===== src/rtl/emu_io_bridge_pkg.sv =====
// Shared definitions for the emulator I/O bridge: command codes, response header,
// byte-count helper and the bridge FSM state type.
// Latency/backpressure: n/a (declarations only).
package emu_io_pkg;

    localparam logic [7:0] CMD_WR_IN    = 8'h01;
    localparam logic [7:0] CMD_RD_OUT   = 8'h02;
    localparam logic [7:0] CMD_AUTO_ON  = 8'h03;
    localparam logic [7:0] CMD_AUTO_OFF = 8'h04;
    localparam logic [7:0] RESP_HDR     = 8'hA5;

    // Number of bytes needed to carry a w-bit vector.
    function automatic int nbytes(input int w);
        return (w + 7) / 8;
    endfunction

    function automatic int imax(input int a, input int b);
        return (a > b) ? a : b;
    endfunction

    typedef enum logic [1:0] {
        ST_IDLE   = 2'd0,
        ST_RX_PAY = 2'd1,
        ST_TX_HDR = 2'd2,
        ST_TX_PAY = 2'd3
    } state_t;

endpackage


===== src/rtl/emu_io_bridge_if.sv =====
// Host-side byte channels of the bridge: rx (host -> bridge) and tx (bridge -> host).
// Latency: n/a (wiring only).
// Backpressure: both channels are valid/ready; a byte moves when valid & ready.
// Ports: rx_data/rx_valid/rx_ready, tx_data/tx_valid/tx_ready.
interface emu_io_bridge_if;
    logic [7:0] rx_data;
    logic       rx_valid;
    logic       rx_ready;
    logic [7:0] tx_data;
    logic       tx_valid;
    logic       tx_ready;

    // Host / link side.
    modport master (
        output rx_data, rx_valid, tx_ready,
        input  rx_ready, tx_data, tx_valid
    );

    // Bridge side.
    modport slave (
        input  rx_data, rx_valid, tx_ready,
        output rx_ready, tx_data, tx_valid
    );
endinterface


===== src/rtl/emu_io_bridge_tx_serializer.sv =====
// Emits one response frame: header byte then NB payload bytes LSB-first.
// Latency: first byte (header) valid the cycle after load_i.
// Backpressure: tx_data/tx_valid held while tx_ready is low; the frame is captured at load.
// Ports: clk_i, rst_n_i (sync, active-low), load_i + load_dat_i, tx_ready_i,
//        tx_data_o/tx_valid_o, hdr_done_o (header accepted), frame_done_o (last byte accepted).
module emu_tx_serializer
    import emu_io_pkg::*;
#(
    parameter int NB    = 7,
    parameter int CNT_W = 3
) (
    input  logic            clk_i,
    input  logic            rst_n_i,
    input  logic            load_i,
    input  logic [NB*8-1:0] load_dat_i,
    input  logic            tx_ready_i,
    output logic [7:0]      tx_data_o,
    output logic            tx_valid_o,
    output logic            hdr_done_o,
    output logic            frame_done_o
);

    logic [NB*8-1:0] frame_q, frame_d;
    logic [CNT_W-1:0] cnt_q, cnt_d;
    logic             vld_q, vld_d;
    logic [7:0]       dat_q, dat_d;
    logic             hs;

    assign hs = vld_q & tx_ready_i;

    // cnt_q = index of the byte currently presented: 0 is the header, NB is the last payload byte.
    always_comb begin
        frame_d = frame_q;
        cnt_d   = cnt_q;
        vld_d   = vld_q;
        dat_d   = dat_q;
        if (load_i) begin
            vld_d   = 1'b1;
            dat_d   = RESP_HDR;
            frame_d = load_dat_i;
            cnt_d   = '0;
        end else if (hs) begin
            if (cnt_q == CNT_W'(NB)) begin
                vld_d = 1'b0;
                dat_d = 8'h00;
                cnt_d = '0;
            end else begin
                dat_d   = frame_q[7:0];
                frame_d = frame_q >> 8;
                cnt_d   = cnt_q + CNT_W'(1);
            end
        end
    end

    always_ff @(posedge clk_i) begin
        if (!rst_n_i) begin
            frame_q <= '0;
            cnt_q   <= '0;
            vld_q   <= 1'b0;
            dat_q   <= 8'h00;
        end else begin
            frame_q <= frame_d;
            cnt_q   <= cnt_d;
            vld_q   <= vld_d;
            dat_q   <= dat_d;
        end
    end

    assign tx_data_o    = dat_q;
    assign tx_valid_o   = vld_q;
    assign hdr_done_o   = hs && (cnt_q == '0);
    assign frame_done_o = hs && (cnt_q == CNT_W'(NB));

endmodule


===== src/rtl/emu_io_bridge.sv =====
// Byte-stream bridge: host writes the DUT input vector and reads output snapshots; optional auto-report.
// Latency: input vector updates the cycle after the last payload byte; response header valid the cycle after the trigger.
// Backpressure: rx_ready low while a response frame is in flight; tx held stable while tx_ready is low.
// Ports: clk_i, rst_n_i (sync, active-low), bus (rx/tx byte channels), inputs_state_o (to DUT),
//        outputs_state_i (from DUT), auto_en_o (auto-report active), cmd_err_o (unknown command pulse).
module emu_io_bridge
    import emu_io_pkg::*;
#(
    parameter int IN_W  = 14,
    parameter int OUT_W = 52
) (
    input  logic             clk_i,
    input  logic             rst_n_i,
    emu_io_bridge_if.slave   bus,
    output logic [IN_W-1:0]  inputs_state_o,
    input  logic [OUT_W-1:0] outputs_state_i,
    output logic             auto_en_o,
    output logic             cmd_err_o
);

    localparam int IN_BYTES  = nbytes(IN_W);
    localparam int OUT_BYTES = nbytes(OUT_W);
    localparam int CNT_W     = $clog2(imax(IN_BYTES, OUT_BYTES) + 1);
    localparam int OB_W      = OUT_BYTES * 8;
    // Shadow holds every payload byte except the last, which is taken straight from the bus.
    localparam int SH_W      = (IN_BYTES > 1) ? (IN_BYTES - 1) * 8 : 8;

    state_t            state_q, state_d;
    logic [CNT_W-1:0]  rx_cnt_q, rx_cnt_d;
    logic [SH_W-1:0]   shadow_q, shadow_d;
    logic [IN_W-1:0]   inputs_q, inputs_d;
    logic              auto_en_q, auto_en_d;
    logic              cmd_err_q, cmd_err_d;
    logic [OUT_W-1:0]  last_rep_q, last_rep_d;

    logic rx_hs;
    logic trigger;
    logic last_pay;
    logic ser_load;
    logic hdr_done;
    logic frame_done;

    assign rx_hs    = bus.rx_valid & bus.rx_ready;
    assign last_pay = (rx_cnt_q == CNT_W'(IN_BYTES - 1));
    // A host command accepted in the same cycle takes priority; the compare is re-evaluated in IDLE later.
    assign trigger  = auto_en_q && (outputs_state_i != last_rep_q) && !rx_hs;

    // State register.
    always_ff @(posedge clk_i) begin
        if (!rst_n_i) begin
            state_q <= ST_IDLE;
        end else begin
            state_q <= state_d;
        end
    end

    // Next-state logic.
    always_comb begin
        state_d = state_q;
        case (state_q)
            ST_IDLE: begin
                if (rx_hs) begin
                    if (bus.rx_data == CMD_WR_IN) begin
                        state_d = ST_RX_PAY;
                    end else if (bus.rx_data == CMD_RD_OUT) begin
                        state_d = ST_TX_HDR;
                    end
                end else if (trigger) begin
                    state_d = ST_TX_HDR;
                end
            end
            ST_RX_PAY: if (rx_hs && last_pay) state_d = ST_IDLE;
            ST_TX_HDR: if (hdr_done)          state_d = ST_TX_PAY;
            ST_TX_PAY: if (frame_done)        state_d = ST_IDLE;
            default:                          state_d = ST_IDLE;
        endcase
    end

    // Outputs and datapath next-state.
    always_comb begin
        bus.rx_ready = rst_n_i && ((state_q == ST_IDLE) || (state_q == ST_RX_PAY));
        ser_load     = (state_q == ST_IDLE) &&
                       ((rx_hs && (bus.rx_data == CMD_RD_OUT)) || trigger);
        rx_cnt_d     = rx_cnt_q;
        shadow_d     = shadow_q;
        inputs_d     = inputs_q;
        auto_en_d    = auto_en_q;
        cmd_err_d    = 1'b0;
        last_rep_d   = last_rep_q;

        if ((state_q == ST_IDLE) && rx_hs) begin
            case (bus.rx_data)
                CMD_WR_IN:    rx_cnt_d  = '0;
                CMD_RD_OUT:   ;
                CMD_AUTO_ON:  auto_en_d = 1'b1;
                CMD_AUTO_OFF: auto_en_d = 1'b0;
                default:      cmd_err_d = 1'b1;
            endcase
        end

        if ((state_q == ST_RX_PAY) && rx_hs) begin
            if (last_pay) begin
                // Whole vector commits at once; bits above IN_W in the last byte fall off here.
                if (IN_BYTES == 1) begin
                    inputs_d = IN_W'(bus.rx_data);
                end else begin
                    inputs_d = IN_W'({bus.rx_data, shadow_q});
                end
                rx_cnt_d = '0;
            end else begin
                shadow_d = (shadow_q >> 8) | (SH_W'(bus.rx_data) << (SH_W - 8));
                rx_cnt_d = rx_cnt_q + CNT_W'(1);
            end
        end

        // The value framed is the value remembered, so auto-report compares against what was sent.
        if (ser_load) begin
            last_rep_d = outputs_state_i;
        end
    end

    always_ff @(posedge clk_i) begin
        if (!rst_n_i) begin
            rx_cnt_q   <= '0;
            shadow_q   <= '0;
            inputs_q   <= '0;
            auto_en_q  <= 1'b0;
            cmd_err_q  <= 1'b0;
            last_rep_q <= '0;
        end else begin
            rx_cnt_q   <= rx_cnt_d;
            shadow_q   <= shadow_d;
            inputs_q   <= inputs_d;
            auto_en_q  <= auto_en_d;
            cmd_err_q  <= cmd_err_d;
            last_rep_q <= last_rep_d;
        end
    end

    emu_tx_serializer #(
        .NB    (OUT_BYTES),
        .CNT_W (CNT_W)
    ) u_tx (
        .clk_i        (clk_i),
        .rst_n_i      (rst_n_i),
        .load_i       (ser_load),
        .load_dat_i   (OB_W'(outputs_state_i)),
        .tx_ready_i   (bus.tx_ready),
        .tx_data_o    (bus.tx_data),
        .tx_valid_o   (bus.tx_valid),
        .hdr_done_o   (hdr_done),
        .frame_done_o (frame_done)
    );

    assign inputs_state_o = inputs_q;
    assign auto_en_o      = auto_en_q;
    assign cmd_err_o      = cmd_err_q;

endmodule

===== src/flat_wrapper.sv =====
// flat-port wrapper written by rule: the top's interface ports become plain ports
module emu_io_bridge_flat import emu_io_pkg::*;
#(
    parameter int IN_W  = 14,
    parameter int OUT_W = 52
)
  (clk_i, rst_n_i, inputs_state_o, outputs_state_i, auto_en_o, cmd_err_o, bus_rx_data, bus_rx_valid, bus_tx_ready, bus_rx_ready, bus_tx_data, bus_tx_valid);
  emu_io_bridge_if bus_i ();
  input  logic clk_i;
  input  logic rst_n_i;
  output logic [IN_W-1:0] inputs_state_o;
  input  logic [OUT_W-1:0] outputs_state_i;
  output logic auto_en_o;
  output logic cmd_err_o;
  input wire logic [$bits(bus_i.rx_data)-1:0] bus_rx_data;
  input wire logic [$bits(bus_i.rx_valid)-1:0] bus_rx_valid;
  input wire logic [$bits(bus_i.tx_ready)-1:0] bus_tx_ready;
  output wire logic [$bits(bus_i.rx_ready)-1:0] bus_rx_ready;
  output wire logic [$bits(bus_i.tx_data)-1:0] bus_tx_data;
  output wire logic [$bits(bus_i.tx_valid)-1:0] bus_tx_valid;
  assign bus_i.rx_data = bus_rx_data;
  assign bus_i.rx_valid = bus_rx_valid;
  assign bus_i.tx_ready = bus_tx_ready;
  assign bus_rx_ready = bus_i.rx_ready;
  assign bus_tx_data = bus_i.tx_data;
  assign bus_tx_valid = bus_i.tx_valid;
  emu_io_bridge #(.IN_W(IN_W), .OUT_W(OUT_W)) u_core (.clk_i(clk_i), .rst_n_i(rst_n_i), .bus(bus_i), .inputs_state_o(inputs_state_o), .outputs_state_i(outputs_state_i), .auto_en_o(auto_en_o), .cmd_err_o(cmd_err_o));
endmodule

===== config.mk =====
export PLATFORM = sky130hd
export DESIGN_NAME = emu_io_bridge_flat
export DESIGN_NICKNAME = d
export VERILOG_FILES = /design/src/rtl/emu_io_bridge_pkg.sv /design/src/rtl/emu_io_bridge_if.sv /design/src/rtl/emu_io_bridge_tx_serializer.sv /design/src/rtl/emu_io_bridge.sv /design/src/flat_wrapper.sv
export SDC_FILE = /design/constraint.sdc
export NUM_CORES = 1
export LEC_CHECK = 0
export CAP_MARGIN = 10
export CORE_MARGIN = 2
export CORE_UTILIZATION = 42
export CTS_CLUSTER_SIZE = 40
export DETAILED_ROUTE_END_ITERATION = 7
export GPL_ROUTABILITY_DRIVEN = 0
export REMOVE_ABC_BUFFERS = 1
export SLEW_MARGIN = 10
export SYNTH_ARGS = -nofsm -noshare
export SYNTH_HDL_FRONTEND = slang
export SYNTH_HIERARCHICAL = 1
export SYNTH_SLANG_ARGS = --single-unit

===== constraint.sdc =====
create_clock -name clk_i -period 3 [get_ports clk_i]
set_clock_uncertainty 0.2 [all_clocks]
set_input_delay 0.3 -clock clk_i [delete_from_list [all_inputs] [get_ports clk_i]]
set_output_delay 0.3 -clock clk_i [all_outputs]
set_load 0.1 [all_outputs]

==> results of run 1 <==
-- per-layer routing --
layer  track usage, %  routed length, um
met4             6.51                251
met3             4.56                645
met5                0                  0
met2             31.5               7790
met1             24.0               7790
-- critical path: cells and delay by family, from the launching register on --
| kind | cells | cell delay, ps |
|---|---|---|
| simple gates | 5 | 990 |
| compound gates | 1 | 200 |
| xor+xnor | 1 | 160 |
| flops | 1 | 320 |
| buf+inv | 4 | 730 |
-- kinds of logic after synthesis --
family / share of synthesized area (%)
simple gates: 18.5
compound gates: 16.0
flops: 43.1
buf+inv: 6.03
mux: 8.82
xor+xnor: 6.83
fa+ha+maj: 0.723
other cells: 0.0541
-- stage by stage --
stage	std cells	power, mW	setup WS [ps]
after detailed placement	1096	2.49	-166
after global placement	1096	2.49	-140
after floorplan	752	2.25	-9170
after global routing	1128	4.83	63.9
after CTS	1128	4.72	246
final	1128	4.68	303
-- flip-flops by register name, indices dropped and copies added (netlist names), 2 cells and up --
name                   flops
u_core/u_tx/frame_q       56
u_core/u_tx/tx_data_o      8
u_core/rx_cnt_q            3
u_core/u_tx/cnt_q          3
u_core/inputs_state_o     14
u_core/last_rep_q         52
u_core/state_q             2
u_core/shadow_q            8
-- how the worst max path moves through the flow --
stage	to	slack, ps	cells past startpoint
2_1_floorplan	u_core/u_tx/cnt_q[0]$_SDFFE_PP0P_	-9170	8
3_3_place_gp	u_core/u_tx/frame_q[32]$_SDFFE_PN0P_	-140	12
3_5_place_dp	u_core/u_tx/tx_data_o[6]$_SDFFE_PP0P_	-170	12
4_1_cts	u_core/u_tx/cnt_q[2]$_SDFFE_PP0P_	250	11
5_1_grt	u_core/u_tx/tx_data_o[6]$_SDFFE_PP0P_	60	11
6_report	u_core/u_tx/cnt_q[2]$_SDFFE_PP0P_	300	11
-- power by group through the flow --
stage | combinational [mW] | sequential, mW | clock (mW)
after global placement | 0.416 | 2.07 | 0
after CTS | 0.423 | 2.03 | 2.27
after detailed placement | 0.421 | 2.07 | 0
final | 0.422 | 2.03 | 2.23
after floorplan | 0.159 | 2.09 | 0
after global routing | 0.457 | 2.03 | 2.34
-- layout make-up --
| cell class | count | area share (%) |
|---|---|---|
| well taps | 216 | 3.12 |
| inverters | 5 | 0.217 |
| clock inverters | 13 | 1.99 |
| flip-flops and latches | 149 | 34.4 |
| clock buffers | 19 | 5.23 |
| multi-input cells | 598 | 41.0 |
| repair buffers | 128 | 14.0 |
-- synth_stat cells (all sizes together), types with 2 or more instances --
master and count:
a21boi 28, a21oi 112, and2 3, and3 2, and3b 2, and4b 6, buf 28, clkbuf 34
dfxtp 149, ha 4, inv 5, mux2i 61, nand2 204, nand3 9, nand3b 6, nand4 3
nand4b 2, nor2 6, nor2b 11, nor3 4, nor3b 4, nor4 15, o21ai 51, o41ai 2
xnor2 3, xor2 51
==> key figures, run 1 <==
Synth
  – Synthesized instance count: 811
  – Yosys reg bits: 149
  – Main synth FF type: dfxtp_1
  – Post-synth EDFFs: 0
  – FFs w/ async S/R, synth: 0%
  – Synth area leader: dfxtp_1
  – Dominant cells by area after synthesis: dfxtp_1 43%, nand2_1 11%, mux2i_1 8.8%
  – Top-area cell type share of the netlist area: 43.1%
  – Post-synthesis cell type count: 41
  – Sequential cell area fraction in the yosys report: 43.1%
  – Ys Warns: 6
  – Syn_area_per_cell: 8.54 um^2
  – Mapped Area: 6930 um^2

Setup path
  – Worst reg2reg startpoint: u_core/last_rep_q[12]$_SDFFE_PN0P_
  – Crit-path max FO: 37
  – R2R depth: 11
  – Most used cell, CP: buf_4
  – Reg2Reg Capture Point: u_core/u_tx/cnt_q[2]$_SDFFE_PP0P_
  – Max stage delay cell, worst path: nor4_1
  – WP data arrival: 2840 ps
  – Worst reg-to-reg setup slack: 300 ps
  – Critical Path End Type: register
  – Crit path required time: 3140 ps
  – Crit start category: register
  – Crit Path Class: reg2reg
  – Max stage delay on crit path: 400 ps
  – CP Cell Sequence: xor2_1 -> nor4_1 -> buf_4 -> nand4_1 -> nor4_2 -> buf_4 -> nor4_4 -> inv_1 -> buf_12 -> nand2_1 -> a21oi_1
  – CP Launch Point: u_core/last_rep_q[12]$_SDFFE_PN0P_

Power and ir drop
  – Clock share of power: 47.6%
  – Part of the power in combinational logic: 9.0%
  – Sw Share: 24.1%
  – Pwr dens: 540 nW/um^2
  – Pint: 3.55 mW
  – Switching power: 1.13 mW
  – Seq pwr share: 43.4%
  – Peak VDD IR: 0.380 mV
  – Leak: 3.19 nW

Worst hold path
  – Hold depth: 4
  – HP Class: in2reg
  – Hold path start: rst_n_i
  – Hold EP: u_core/cmd_err_o$_SDFF_PN0_

Global route
  – Initial antenna violation count: 0
  – Total Routing Usage GR: 18.9%
  – Largest net degree at the start of global routing: 196
  – Grt total ovfl: 0
  – Vias in the first global route: 5614
  – First-pass GRT wire length: 27.1 mm

Clock network
  – Clk pin slew, worst setup/hold paths: 60 ps
  – Max clock buf depth: 2
  – Hold_buf cts: 0
  – # Post-CTS Setup Buffers: 0
  – Post-CTS resize count: 0
  – CTS H-tree depth: 4
  – TritonCTS clock tree: done
  – Clock Sinks: 149
  – Clk root buf: clkbuf_16
  – Worst-Skew Late Latency: 420 ps
  – CTS buffer count: 17

Detailed routing
  – Drt total wl: 16.5 mm
  – Routed via count: 5769
  – DRC: 0
  – Initial DRC count: 356
  – Average wire per standard cell: 14.6 um
  – DR pass1 iterations: 5
  – Via density: 5.11
  – DRT antenna net count: 0

Timing
  – Final hold violation count: 0
  – Hold_ws: 241 ps
  – Highest clock rate: 0.371 GHz
  – Post-route setup TNS: 0 ps
  – Final Max Tran Viols: 0
  – RSZ-0062 raised after global routing: false
  – Slew HR: 43.3%
  – Min Tclk post-route: 2700 ps
  – Crit share post-route: 89.9%
  – Slew @ Worst Pin: 851 ps
  – Count of final setup violators: 0

Layout
  – Multi-input logic area: 3550 um^2
  – Most frequent cells in the layout: 204 x nand2_1, 149 x dfxtp_1, 103 x a21oi_1
  – Final nets: 967
  – Sequential cell area: 2980 um^2
  – Diode count: 0
  – Post-layout util: 54.1%
  – Design area: 8660 um^2
  – Layout cells sized above 1: 12.5%
  – Fillcell total: 1502
  – Area Growth Syn to Fin: 25.0%
  – Commonest non-fill, non-tap cell in the layout: nand2_1

Floorplanning
  – Cell Rows: 46
  – Die area: 17500 um^2
  – Initial core utilization: 43.3%
  – Core area: 16000 um^2
  – Die height: 132 um
  – Chip Width: 132 um
  – IO Count: 90

Placement
  – Port bufs: 89
  – DP HPWL: 11.3 mm
  – Dpl cell area: 8040 um^2

Run status
  – Status: finished clean

Run
  – # Max-Cap Violations: 0
No activity file was read; power rests on OpenSTA's default activity.
==> run 2: changes to the inputs <==
--- a/config.mk
+++ b/config.mk
@@ -6,7 +6,6 @@
 export NUM_CORES = 1
 export LEC_CHECK = 0
 export CAP_MARGIN = 10
-export CORE_MARGIN = 2
 export CORE_UTILIZATION = 42
 export CTS_CLUSTER_SIZE = 40
 export DETAILED_ROUTE_END_ITERATION = 7
==> key figures, run 2 (synthesis results as in run 1) <==
Timing
  – Final hold violation count: 0
  – Highest clock rate: 0.364 GHz
  – Final Max Tran Viols: 0
  – Hold_ws: 253 ps
  – Slew @ Worst Pin: 920 ps
  – Count of final setup violators: 0
  – Post-route setup slack: 250 ps
  – Min Tclk post-route: 2750 ps
  – RSZ-0062 raised after global routing: false
  – Slew HR: 38.7%
  – Crit share post-route: 91.7%

Global route
  – Vias in the first global route: 5324
  – Initial antenna violation count: 0
  – GR Util met3: 3.66%
  – Met1 GRT Util: 26.1%
  – Busiest grt layer: met2
  – First-pass GRT wire length: 26.5 mm
  – Largest net degree at the start of global routing: 108
  – Total Routing Usage GR: 20.1%
  – Grt total ovfl: 0
  – Met2 Usage GRT: 33.3%

Floorplanning
  – Cell Rows: 46
  – Initial core utilization: 43.3%
  – Die height: 130 um
  – Core area: 16000 um^2
  – IO Count: 90
  – Die area: 17000 um^2
  – Chip Width: 130 um

Detailed routing
  – DRC: 0
  – DRT antenna net count: 0
  – Drt total wl: 16.5 mm
  – Initial DRC count: 261
  – Via density: 5.09
  – Average wire per standard cell: 14.6 um
  – DR pass1 iterations: 4
  – Routed via count: 5742

Setup path
  – Max stage delay on crit path: 470 ps
  – Crit path required time: 3150 ps
  – Max stage delay cell, worst path: clkdlybuf4s50_1
  – Critical Path End Type: register
  – Most used cell, CP: buf_4
  – Crit start category: primary input
  – Crit Path Class: in2reg
  – Top delay family on crit path: buffers and inverters
  – Worst reg-to-reg setup slack: 280 ps
  – WP data arrival: 2900 ps
  – Crit-path max FO: 34
  – Worst Path Buf+Inv: 5
  – CP Cell Sequence: clkdlybuf4s50_1 -> xor2_1 -> nor4_1 -> buf_4 -> nand4_1 -> nor4_2 -> buf_4 -> nor4_4 -> inv_1 -> buf_12 -> nand2_1 -> a21oi_1

Clock network
  – Clk pin slew, worst setup/hold paths: 60 ps
  – # Post-CTS Setup Buffers: 0
  – TritonCTS clock tree: done
  – Worst-Skew Late Latency: 420 ps
  – Post-CTS resize count: 0
  – Hold_buf cts: 0
  – Clock Sinks: 149
  – Clk root buf: clkbuf_16
  – CTS H-tree depth: 4
  – CTS buffer count: 17
  – Max clock buf depth: 2

Placement
  – Dpl cell area: 8010 um^2
  – Worst slack, placed: -212 ps
  – DP HPWL: 11.3 mm
  – Port bufs: 89

Layout
  – Area Growth Syn to Fin: 25.7%
  – Commonest non-fill, non-tap cell in the layout: nand2_1
  – Max reg flops: 56
  – Final nets: 968
  – Design area: 8710 um^2
  – Layout cells sized above 1: 12.6%
  – Largest register by flop count: u_core/u_tx/frame_q
  – Most frequent cells in the layout: 204 x nand2_1, 149 x dfxtp_1, 103 x a21oi_1
  – Diode count: 0

Power and ir drop
  – Peak VDD IR: 0.387 mV
  – Leak: 3.21 nW
  – Pwr dens: 567 nW/um^2

Run status
  – Status: finished clean

Worst hold path
  – HP Class: reg2reg

Run
  – # Max-Cap Violations: 0
==> run 2: layer usage <==
layer  routed length [um]  vias up
met5                    0        -
met4                  254        0
met3                  686       21
met2                 7820      121
met1                 7720     2676
li1                     -     2924
==> run 2: through the flow <==
stage	std cells	power, mW	TNS [ps]	utilization [%]
6_report	1129	4.94	0	54.4
5_1_grt	1129	5.11	0	54.4
4_1_cts	1129	4.99	0	54.4
3_5_place_dp	1097	2.50	-10310	50.0
3_3_place_gp	1097	2.50	-5400	50.0
2_1_floorplan	752	2.25	-905480	-
==> run 2: path summary, 6_finish.rpt <==
check	from	endpoint	cells past startpoint
min	u_core/u_tx/frame_q[38]$_SDFFE_PN0P_	u_core/u_tx/frame_q[38]$_SDFFE_PN0P_	2
max	outputs_state_i[46]	u_core/u_tx/tx_data_o[6]$_SDFFE_PP0P_	12
max reg2reg	u_core/last_rep_q[22]$_SDFFE_PN0P_	u_core/u_tx/tx_data_o[6]$_SDFFE_PP0P_	11
min reg2reg	u_core/u_tx/frame_q[38]$_SDFFE_PN0P_	u_core/u_tx/frame_q[38]$_SDFFE_PN0P_	2
==> run 2: report_power, final <==
part	switching [mW]	internal, mW
Clock	0.817	1.66
Sequential	0.0257	2.00
Combinational	0.238	0.196
Total	1.08	3.86
==> run 2: worst reg2reg max path, cell delays in order, from the launching register on <==
cell and delay (ps):
dfxtp_1 320, xor2_1 160, nor4_1 330, buf_4 160
nand4_1 180, nor4_2 330, buf_4 180, nor4_4 50
inv_1 170, buf_12 220, nand2_1 190, a21oi_1 170
==> run 2: area by class of cell <==
cell class | instances | area (um^2)
inverter | 5 | 18.8
fill | 1511 | 7290
timing repair buffer | 129 | 1190
clock buffer | 19 | 443
multi-input combinational | 598 | 3550
sequential | 149 | 2980
tap | 216 | 270
clock inverter | 13 | 253
==> run 3: changes to the inputs <==
--- a/config.mk
+++ b/config.mk
@@ -10,6 +10,7 @@
 export CTS_CLUSTER_SIZE = 40
 export DETAILED_ROUTE_END_ITERATION = 7
 export GPL_ROUTABILITY_DRIVEN = 0
+export MAX_ROUTING_LAYER = met4
 export REMOVE_ABC_BUFFERS = 1
 export SLEW_MARGIN = 10
 export SYNTH_ARGS = -nofsm -noshare
==> key figures, run 3 (synthesis results as in run 1) <==
Clock network
  – Clk pin slew, worst setup/hold paths: 60 ps
  – Max clock buf depth: 2
  – # Post-CTS Setup Buffers: 0
  – CTS buffer count: 17
  – Clk root buf: clkbuf_16
  – TritonCTS clock tree: done
  – Clock Sinks: 149
  – Worst-Skew Late Latency: 420 ps
  – CTS H-tree depth: 4
  – Hold_buf cts: 0

Layout
  – Area Growth Syn to Fin: 25.7%
  – Largest register by flop count: u_core/u_tx/frame_q
  – Diode count: 0
  – Layout cells sized above 1: 12.6%
  – Post-layout util: 54.4%
  – Final nets: 968
  – Commonest non-fill, non-tap cell in the layout: nand2_1
  – Max reg flops: 56
  – Most frequent cells in the layout: 204 x nand2_1, 149 x dfxtp_1, 103 x a21oi_1

Setup path
  – Crit-path max FO: 34
  – Crit path required time: 3140 ps
  – Max stage delay on crit path: 470 ps
  – Most used cell, CP: buf_4
  – CP Cell Sequence: clkdlybuf4s50_1 -> xor2_1 -> nor4_1 -> buf_4 -> nand4_1 -> nor4_2 -> buf_4 -> nor4_4 -> inv_1 -> buf_12 -> nand2_1 -> a21oi_1
  – Max stage delay cell, worst path: clkdlybuf4s50_1
  – WP data arrival: 2890 ps
  – Crit start category: primary input
  – Critical Path End Type: register
  – CP Launch Point: outputs_state_i[46]
  – Worst reg2reg startpoint: u_core/last_rep_q[22]$_SDFFE_PN0P_
  – Crit Path Class: in2reg

Floorplanning
  – Core area: 16000 um^2
  – Chip Width: 130 um
  – Cell Rows: 46
  – Die height: 130 um
  – Die area: 17000 um^2
  – IO Count: 90
  – Initial core utilization: 43.3%

Global route
  – First-pass GRT wire length: 26.5 mm
  – Grt total ovfl: 0
  – Largest net degree at the start of global routing: 108
  – Vias in the first global route: 5325
  – Initial antenna violation count: 0
  – Total Routing Usage GR: 20.7%

Worst hold path
  – HP Class: reg2reg
  – Hold path start: u_core/u_tx/frame_q[38]$_SDFFE_PN0P_

Detailed routing
  – DR pass1 iterations: 6
  – DRT antenna net count: 0
  – Initial DRC count: 271
  – Routed via count: 5737
  – DRC: 0
  – Average wire per standard cell: 14.6 um
  – Via density: 5.08
  – Drt total wl: 16.5 mm

Run
  – # Max-Cap Violations: 0

Timing
  – Slew @ Worst Pin: 915 ps
  – Slew HR: 39.0%
  – Highest clock rate: 0.364 GHz
  – Final Max Tran Viols: 0
  – RSZ-0062 raised after global routing: false
  – Min Tclk post-route: 2750 ps
  – Post-route setup TNS: 0 ps
  – Final hold violation count: 0
  – Count of final setup violators: 0
  – Crit share post-route: 91.6%

Power and ir drop
  – Pwr dens: 567 nW/um^2
  – Leak: 3.21 nW
  – Peak VDD IR: 0.386 mV
  – Total chip power: 4.94 mW

Placement
  – Port bufs: 89
  – DP HPWL: 11.3 mm

Run status
  – Status: finished clean
-- run 3: cell counts in the layout (fill, tap and decap cells not counted) --
No cell type changed its count.
-- run 3: final timing paths --
kind / endpoint / slack [ps] / cells after the start
min reg2reg: u_core/u_tx/frame_q[38]$_SDFFE_PN0P_ / 250 / 2
min: u_core/u_tx/frame_q[38]$_SDFFE_PN0P_ / 250 / 2
max reg2reg: u_core/u_tx/tx_data_o[6]$_SDFFE_PP0P_ / 280 / 11
max: u_core/u_tx/tx_data_o[6]$_SDFFE_PP0P_ / 250 / 12
-- run 3: area by class of cell --
cell class / instances / area [um^2]
Tap cell: 216 / 270
Timing Repair Buffer: 129 / 1190
Fill cell: 1511 / 7290
Clock inverter: 13 / 253
Sequential cell: 149 / 2980
Inverter: 5 / 18.8
Multi-Input combinational cell: 598 / 3550
Clock buffer: 19 / 443
-- run 3: worst max-delay path, delay by kind of cell --
family	cells	cell delay, ps
AOI/OAI and AO/OA	1	170
xor gates and xnor gates	1	160
buffers and inverters	5	1190
and+or+nand+nor	5	1050
-- run 3: what timing repair did --
item	CTS	global route
endpoints found under the setup margin	0	1
gates resized for setup	0	1
hold endpoints to repair	0	0
-- run 3: per-stage QoR --
step / hold slack (ps) / worst slack [ps] / cells / instance area (um^2)
after floorplan: 222 / -9170 / 752 / 6540
after global placement: 238 / -149 / 1097 / 8010
after detailed placement: 245 / -212 / 1097 / 8010
after CTS: 253 / 217 / 1129 / 8700
after global routing: 261 / 40.6 / 1129 / 8710
final: 254 / 252 / 1129 / 8710
-- run 3: report_power, final --
group | switching, mW | total, mW | internal, mW
clock | 0.813 | 2.48 | 1.66
sequential | 0.0257 | 2.03 | 2.00
combinational | 0.238 | 0.434 | 0.196
-- run 3: per-layer routing --
metal  routed length, um  GRT usage [%]
met1                7880           26.0
met2                7860           33.3
met3                 579           3.66
met4                 188           7.44
met5                   0              -
